File: src/rtl/e203_nice_csr_resp_pkg.sv
// NICE CSR responder shared definitions.
// CSR indices, field bit positions, FSM states.
package e203_nice_csr_resp_pkg;

    localparam logic [11:0] CSR_NCTRL = 12'hE00;
    localparam logic [11:0] CSR_NSTAT = 12'hE01;
    localparam logic [11:0] CSR_NARG0 = 12'hE02;
    localparam logic [11:0] CSR_NARG1 = 12'hE03;
    localparam logic [11:0] CSR_NRES  = 12'hE04;
    localparam logic [11:0] CSR_NCYC  = 12'hE05;

    localparam int NCTRL_START  = 0;
    localparam int NCTRL_IRQ_EN = 1;
    localparam int NSTAT_BUSY   = 0;
    localparam int NSTAT_DONE   = 1;
    localparam int NSTAT_ERR    = 2;

    localparam logic [4:0] MUL_LAST = 5'd31;

    typedef enum logic {
        ST_IDLE = 1'b0,
        ST_BUSY = 1'b1
    } nice_state_e;

endpackage

File: src/rtl/e203_nice_seqmul.sv
// Shift-add sequential multiplier, 32 steps, low 32 bits.
// start loads a/b; done pulses in the last step with result valid.
module e203_nice_seqmul
    import e203_nice_csr_resp_pkg::*;
(
    input  logic        clk,
    input  logic        rst_n,
    input  logic        start,
    input  logic [31:0] a,
    input  logic [31:0] b,
    output logic        done,
    output logic [31:0] result
);

    logic        active;
    logic [31:0] acc;
    logic [31:0] mcand;
    logic [31:0] mplier;
    logic [4:0]  cnt;
    logic [31:0] acc_next;

    assign acc_next = acc + (mplier[0] ? mcand : 32'd0);
    assign done     = active && (cnt == MUL_LAST);
    // Result includes the final step's partial product.
    assign result   = acc_next;

    always_ff @(posedge clk or negedge rst_n) begin
        if (!rst_n) begin
            active <= 1'b0;
            acc    <= '0;
            mcand  <= '0;
            mplier <= '0;
            cnt    <= '0;
        end else if (start) begin
            active <= 1'b1;
            acc    <= '0;
            mcand  <= a;
            mplier <= b;
            cnt    <= '0;
        end else if (active) begin
            acc    <= acc_next;
            mcand  <= mcand << 1;
            mplier <= mplier >> 1;
            cnt    <= cnt + 5'd1;
            if (cnt == MUL_LAST) begin
                active <= 1'b0;
            end
        end
    end

endmodule

File: src/rtl/e203_nice_csr_resp.sv
// NICE CSR bank with a 32-cycle multiply engine.
// Ports: CSR valid/ready/addr/wr/wdata/rdata, nice_irq, nice_busy.
module e203_nice_csr_resp
    import e203_nice_csr_resp_pkg::*;
(
    input  logic        clk,
    input  logic        rst_n,
    input  logic        nice_csr_valid,
    output logic        nice_csr_ready,
    input  logic [31:0] nice_csr_addr,
    input  logic        nice_csr_wr,
    input  logic [31:0] nice_csr_wdata,
    output logic [31:0] nice_csr_rdata,
    output logic        nice_irq,
    output logic        nice_busy
);

    nice_state_e state, state_next;

    logic        irq_en;
    logic        done_f;
    logic        err_f;
    logic [31:0] narg0;
    logic [31:0] narg1;
    logic [31:0] nres;
    logic [31:0] ncyc;

    logic [11:0] idx;
    logic        mapped;
    logic        accept;
    logic        wr_acc;
    logic        start;
    logic        mul_done;
    logic [31:0] mul_res;

    // Upper index bits are deliberately not decoded.
    wire unused_addr = ^nice_csr_addr[31:12];

    assign idx    = nice_csr_addr[11:0];
    assign mapped = (idx >= CSR_NCTRL) && (idx <= CSR_NCYC);

    // In BUSY only status and cycle counter may be accessed.
    assign nice_csr_ready = (state == ST_IDLE)
                          || (idx == CSR_NSTAT)
                          || (idx == CSR_NCYC);

    assign accept = nice_csr_valid && nice_csr_ready;
    assign wr_acc = accept && nice_csr_wr;
    assign start  = wr_acc && (idx == CSR_NCTRL)
                  && nice_csr_wdata[NCTRL_START]
                  && (state == ST_IDLE);

    assign nice_busy = (state == ST_BUSY);
    assign nice_irq  = done_f && irq_en;

    always_comb begin
        nice_csr_rdata = '0;
        case (idx)
            CSR_NCTRL: nice_csr_rdata[NCTRL_IRQ_EN] = irq_en;
            CSR_NSTAT: begin
                nice_csr_rdata[NSTAT_BUSY] = nice_busy;
                nice_csr_rdata[NSTAT_DONE] = done_f;
                nice_csr_rdata[NSTAT_ERR]  = err_f;
            end
            CSR_NARG0: nice_csr_rdata = narg0;
            CSR_NARG1: nice_csr_rdata = narg1;
            CSR_NRES:  nice_csr_rdata = nres;
            CSR_NCYC:  nice_csr_rdata = ncyc;
            default:   nice_csr_rdata = '0;
        endcase
    end

    always_comb begin
        state_next = state;
        case (state)
            ST_IDLE: if (start)    state_next = ST_BUSY;
            ST_BUSY: if (mul_done) state_next = ST_IDLE;
            default: state_next = ST_IDLE;
        endcase
    end

    e203_nice_seqmul u_seqmul (
        .clk    (clk),
        .rst_n  (rst_n),
        .start  (start),
        .a      (narg0),
        .b      (narg1),
        .done   (mul_done),
        .result (mul_res)
    );

    always_ff @(posedge clk or negedge rst_n) begin
        if (!rst_n) begin
            state  <= ST_IDLE;
            irq_en <= 1'b0;
            done_f <= 1'b0;
            err_f  <= 1'b0;
            narg0  <= '0;
            narg1  <= '0;
            nres   <= '0;
            ncyc   <= '0;
        end else begin
            state <= state_next;
            if (state == ST_BUSY) begin
                ncyc <= ncyc + 32'd1;
            end
            if (mul_done) begin
                nres <= mul_res;
            end
            if (wr_acc && (idx == CSR_NCTRL)) begin
                irq_en <= nice_csr_wdata[NCTRL_IRQ_EN];
            end
            if (wr_acc && (idx == CSR_NARG0)) begin
                narg0 <= nice_csr_wdata;
            end
            if (wr_acc && (idx == CSR_NARG1)) begin
                narg1 <= nice_csr_wdata;
            end
            // Completion set beats a same-cycle W1C.
            if (mul_done) begin
                done_f <= 1'b1;
            end else if (wr_acc && (idx == CSR_NSTAT)
                         && nice_csr_wdata[NSTAT_DONE]) begin
                done_f <= 1'b0;
            end
            if (accept && !mapped) begin
                err_f <= 1'b1;
            end else if (wr_acc && (idx == CSR_NSTAT)
                         && nice_csr_wdata[NSTAT_ERR]) begin
                err_f <= 1'b0;
            end
        end
    end

endmodule

File: config.mk
export PLATFORM = sky130hd
export DESIGN_NAME = e203_nice_csr_resp
export DESIGN_NICKNAME = d
export VERILOG_FILES = /design/src/rtl/e203_nice_csr_resp_pkg.sv /design/src/rtl/e203_nice_seqmul.sv /design/src/rtl/e203_nice_csr_resp.sv
export SDC_FILE = /design/constraint.sdc
export NUM_CORES = 1
export LEC_CHECK = 0
export BUFFER_PORTS_ARGS = -buffer_cell sky130_fd_sc_hd__buf_2
export CAP_MARGIN = 20
export CORE_ASPECT_RATIO = 0.75
export CORE_MARGIN = 4
export CORE_UTILIZATION = 58
export DETAILED_ROUTE_END_ITERATION = 16
export HOLD_SLACK_MARGIN = 0.06
export PLACE_DENSITY = 0.78
export SYNTH_ARGS = -nofsm -noshare
export SYNTH_HDL_FRONTEND = slang
export SYNTH_SLANG_ARGS = --single-unit
export TNS_END_PERCENT = 10
File: constraint.sdc
create_clock -name clk -period 3.9 [get_ports clk]
set_input_delay 0.195 -clock clk [delete_from_list [all_inputs] [get_ports clk]]
set_output_delay 0.195 -clock clk [all_outputs]
set_load 0.01 [all_outputs]
; After elaboration in Yosys (flattened, before gate mapping)
; Index checks and enable logic that the tools add are counted.
[word_totals]
register_bits = 234
latchBits = 0
ramBits = 0
mem_bits_ro = 0
out_inout_bits = 35
elab_cells = 69
mem_count = 0
[classes]
n_addsub = 3
multipliers = 0
div_mod_pow = 0
order_cmp = 2
n_eq_ne = 7
shifts = 0
n_mux = 23
bitwise = 1
reduce_logical = 20
[op_table]
columns = cell, count
row1 = $mux 32, 7
row2 = $pmux 29 s4, 1
row3 = $eq 12x12->1 const B, 6
row4 = $add 32x1->32 const B, 1
row5 = $add 32x32->32, 1
row6 = $logic_and 1x1->1, 14
row7 = $ge 12x12->1 const B, 1
row8 = $le 12x12->1 const B, 1
row9 = $mux 5, 2
row10 = $pmux 1 s5, 2
row11 = $mux 1, 9
row12 = $pmux 1 s6, 1
row13 = $reduce_bool 2->1, 3
row14 = $add 5x1->5 const B, 1
row15 = $eq 5x5->1 const B, 1
row16 = $logic_or 1x1->1, 2
row17 = $pmux 1 s2, 1
row18 = $logic_not 1->1, 1
row19 = $not 1->1, 1

; Longest topological paths before layout
[logic_depth]
depth_word = 10
ltp_mapped = 12

; Cells and area by module
; From an unflattened synthesis, not the netlist that was laid out.
[hier_totals]
cells_unflattened = 1188
hier_area_um2 = 12837.3
[by_module_without_submodules]
columns = module, instances, cells_per_inst, area_each_um2
row1 = e203_nice_seqmul, 1, 707, 6583.8
row2 = e203_nice_csr_resp, 1, 481, 6253.5

; Worst setup path before layout
; OpenSTA, ideal clock, no wires.
[synth_timing]
path_kind = reg2reg
startpoint = register u_seqmul.mplier[0]
endpoint = register nres[24]
setup_time_ns = 0.120
arrival_time_ns = 2.876
required_time_ns = 3.780
path_slack_ns = 0.904
stages_incl_launch_ff = 12
path_buffers = 1
period_less_slack_ns = 2.996
cell_sequence = dfrtp_1 -> clkbuf_1 -> and2_1 -> fa_1 -> a211oi_1 -> o21bai_1 -> a21oi_1 -> o21ai_2 -> a21oi_1 -> a21oi_1 -> or3_1 -> a31o_2
[synth_between]
elab_chain_cells = 2
[synth_rtl]
columns = item, line
row1 = start: declaration, e203_nice_seqmul.sv:18  ; logic [31:0] mplier;
row2 = start signal: assignment, e203_nice_seqmul.sv:43  ; mplier <= mplier >> 1;
row3 = $mux 32, e203_nice_seqmul.sv:22  ; assign acc_next = acc + (mplier[0] ? mcand : 32'd0);
row4 = $add 32x32->32, e203_nice_seqmul.sv:22
row5 = end signal: assignment, e203_nice_csr_resp.sv:108  ; nres <= mul_res;
row6 = end: declaration, e203_nice_csr_resp.sv:25  ; logic [31:0] nres;
; No other way between the ends.
; A chain may end at the register's enable or synchronous reset.

; Worst setup path in the final report
[layout_timing]
startpoint = register u_seqmul.mplier[0]
endpoint = register nres[30]
; Same word-level chain as after synthesis.

==> results.md <==
* Hold depth at 3
* Synthesized area at between 10000 and 15000 um^2
* Setup crit end kind: flop
* DRC Markers at 0
* Top cells by count, synth: dfrtp_1 (234), nand2_1 (140), mux2i_1 (112), o21ai_0 (103), nor2_1 (79)
* Die Y-Extent at between 100 and 150 um
* RR Endpoint: nres[30]
* Final setup violation count at 0
* Tmin final at 3.56 ns
* Mapped Nets at approximately 1300
* Slew headroom at 0.378
* Fmax at 281 MHz
* TritonCTS clock tree: done
* Library cells used by synthesis at 57
* Predominant post-synthesis flop cell: dfrtp_1
* Crit Reg-Reg Startpoint: u_seqmul.mplier[0]
* Endpoints failing hold at 0
* Min-Delay Endpoint: narg0[0]
* Layout Cells excl Fill at 1611
* Die width at 179 um
* Design Area, Final at 14400 um^2
* Synth warn at 0
* N_diodes at 0
* Vias in the first global route at 9966
* Largest net degree at the start of global routing at approximately 120
* Max Slew Vio Count at 0
* Layout filler cell count at 1657
* Initial Utilization at 0.594
* Top-count cell post-synth: dfrtp_1
* Core area at ~21000 um^2
* Fin nets at ~1400
* Site row count at 46
* Max IR drop VDD at about 0.00025 V
* RSZ-0062 raised after global routing: no
* Run status: complete, no violations
* Cts hold-fix bufs at 35
* Top Ports at 103
* Routed Antenna Nets at 0
* Total track usage at 0.271
* Leakage at 6.03 nW
* Clk_skew at 0.0122 ns
* RD Place Congestion at 0.881
* Worst r2r path cells at 10
* Critical Path AT at a little under 4 ns
* Htree depth at 1
* Worst slew pin tran at 0.930 ns
* Layout Area Growth over Synthesis at 13.8%
* Sink Count at 234
* Post-synth top area share at 0.463
* P per Cell Area at 343 nW/um^2
* FF+latch count, synth at 234
* Startpoint Class: flop
* Detail Placement HPWL at between 20 and 25 mm
* Hold Crit Class: input port to flop
* Total Power at 4.95 mW
* Final period util at 0.912
* Die ar. at 24300 um^2
* Layout cells sized above 1 at 0.167
* First-pass GRT wire length at ~53 mm
* Iteration-0 DRC Markers at 823
* Clock Pin Slew Worst Setup and Hold Paths at 0.06 ns
* Setup CP Type: flop to flop
* Number of buffers created by CTS at 23
* Worst-path maximum fanout at 5
* DP Area at 13300 um^2
* Synth area leader: dfrtp_1
* Avg Cell Area, Syn at 10.3 um^2
* Worst hold path startpoint: nice_csr_addr[0]
* EDFF count, synth at 0
* Sequential cell area fraction in the yosys report at 0.463
* Syn Inst Count at 1227
* # resized after CTS at 0
* Routed length per instance at slightly above 20 um
* Total number of vias at between 9000 and 10000
* IO Port Bufs at 82
* Routed vias/inst at 6.09
* Clk root buf: clkbuf_16
* Maximum clock insertion buffer count at 3
* Ys async rst share at 1.00
* Routed wire length at around 33 mm
* R2r setup slk at around 0.34 ns
* Critical path data required time at 4.30 ns
* Placed instance count at 1540
* Setup fix buffers added after clock tree synthesis at 0
* Synth area leaders: dfrtp_1 (46%), mux2i_1 (8.9%), mux2_2 (4.3%)
* GRT overflow at 0
* Initial DRT Pass Iterations at 5
* Crit path launch: u_seqmul.mplier[0]
* Setup TNS at 0 ns
* Total of max-cap violations at 0
* Antenna violations before repair at 0
* Worst-Skew Late Latency at between 0.5 and 0.6 ns
## worst max-delay path, cell delays in order, from the launching register on
cell and delay (ns):
dfrtp_1 0.40, and2_1 0.17, ha_1 0.20, fa_1 0.43, a211oi_1 0.36, o21bai_1 0.13
a21oi_1 0.36, o21ai_2 0.20, a2111oi_0 0.70, o21ai_0 0.22, a31o_2 0.29
## routing by layer
layer / share of wire / vias to the layer above / wire, um / global-route usage
met1: 0.46 / 4841 / 15000 / 0.408
met2: 0.45 / 336 / 14600 / 0.415
li1: - / 4570 / - / -
met4: 0.022 / 0 / 709 / 0.0622
met5: 0 / - / 0 / 0
met3: 0.067 / 65 / 2170 / 0.0450
## metrics by stage
step / hold WS, ns / setup WS (ns) / util
floorplan: -0.101 / 0.904 / -
global placement: 0.351 / 0.596 / 0.625
detailed placement: 0.351 / 0.488 / 0.625
CTS: 0.133 / 0.454 / 0.677
global route: 0.148 / 0.190 / 0.677
finish: 0.142 / 0.342 / 0.677
## cells in the final DEF (no fill, tap or decap), types with 30 or more instances in the layout
master	netlist	layout
dfrtp_1	234	233
nand2_1	140	140
mux2i_1	112	112
o21ai_0	103	103
buf_2	4	81
nor2_1	79	79
mux2_2	48	48
and2_1	43	43
a21oi_1	42	42
dlygate4sd3_1	0	35
nand3_1	34	34
ha_1	34	34
xnor2_1	33	33
a221o_1	32	32
mux2_4	30	30
## report_power, final
part	switching, mW	leakage (nW)	internal, mW	total [mW]
combinational	0.145	2.95	0.0989	0.244
sequential	0.0105	2.71	2.44	2.45
clock	0.917	0.367	1.34	2.25
## cells by family after synthesis
family | count (synthesis) | share of synthesized area
compound gates | 248 | 0.126
xor+xnor | 55 | 0.0381
fa+ha+maj | 35 | 0.0352
buf+inv | 90 | 0.0289
flops | 234 | 0.463
mux | 191 | 0.168
simple gates | 374 | 0.141
## sequential cells by signal, summed over array words and instances (netlist names)
register         flops
u_seqmul.active      1
u_seqmul.mplier     32
nres                32
u_seqmul.mcand      32
u_seqmul.acc        32
narg0               32
nice_busy            1
narg1               32
ncyc                32
u_seqmul.cnt         5
done_f               1
err_f                1
irq_en               1
## cell type report
type / count / area (um^2) / area share
inverter: 14 / 52.6 / 0.00365
multi-input combinational: 903 / 6450 / 0.448
clock buffer: 34 / 687 / 0.0477
tap: 288 / 360 / 0.0250
timing repair buffer: 136 / 938 / 0.0651
clock inverter: 2 / 60.1 / 0.00417
sequential: 234 / 5860 / 0.407
## how the worst max path moves through the flow
stage,to,depth (start not counted)
3_3_place_gp,nres[30],10
3_5_place_dp,nres[30],10
5_1_grt,u_seqmul.acc[30],11
2_1_floorplan,nres[24],11
4_1_cts,nres[30],10
6_report,nres[30],10
Note: power is estimated with default switching activity, not from simulation.
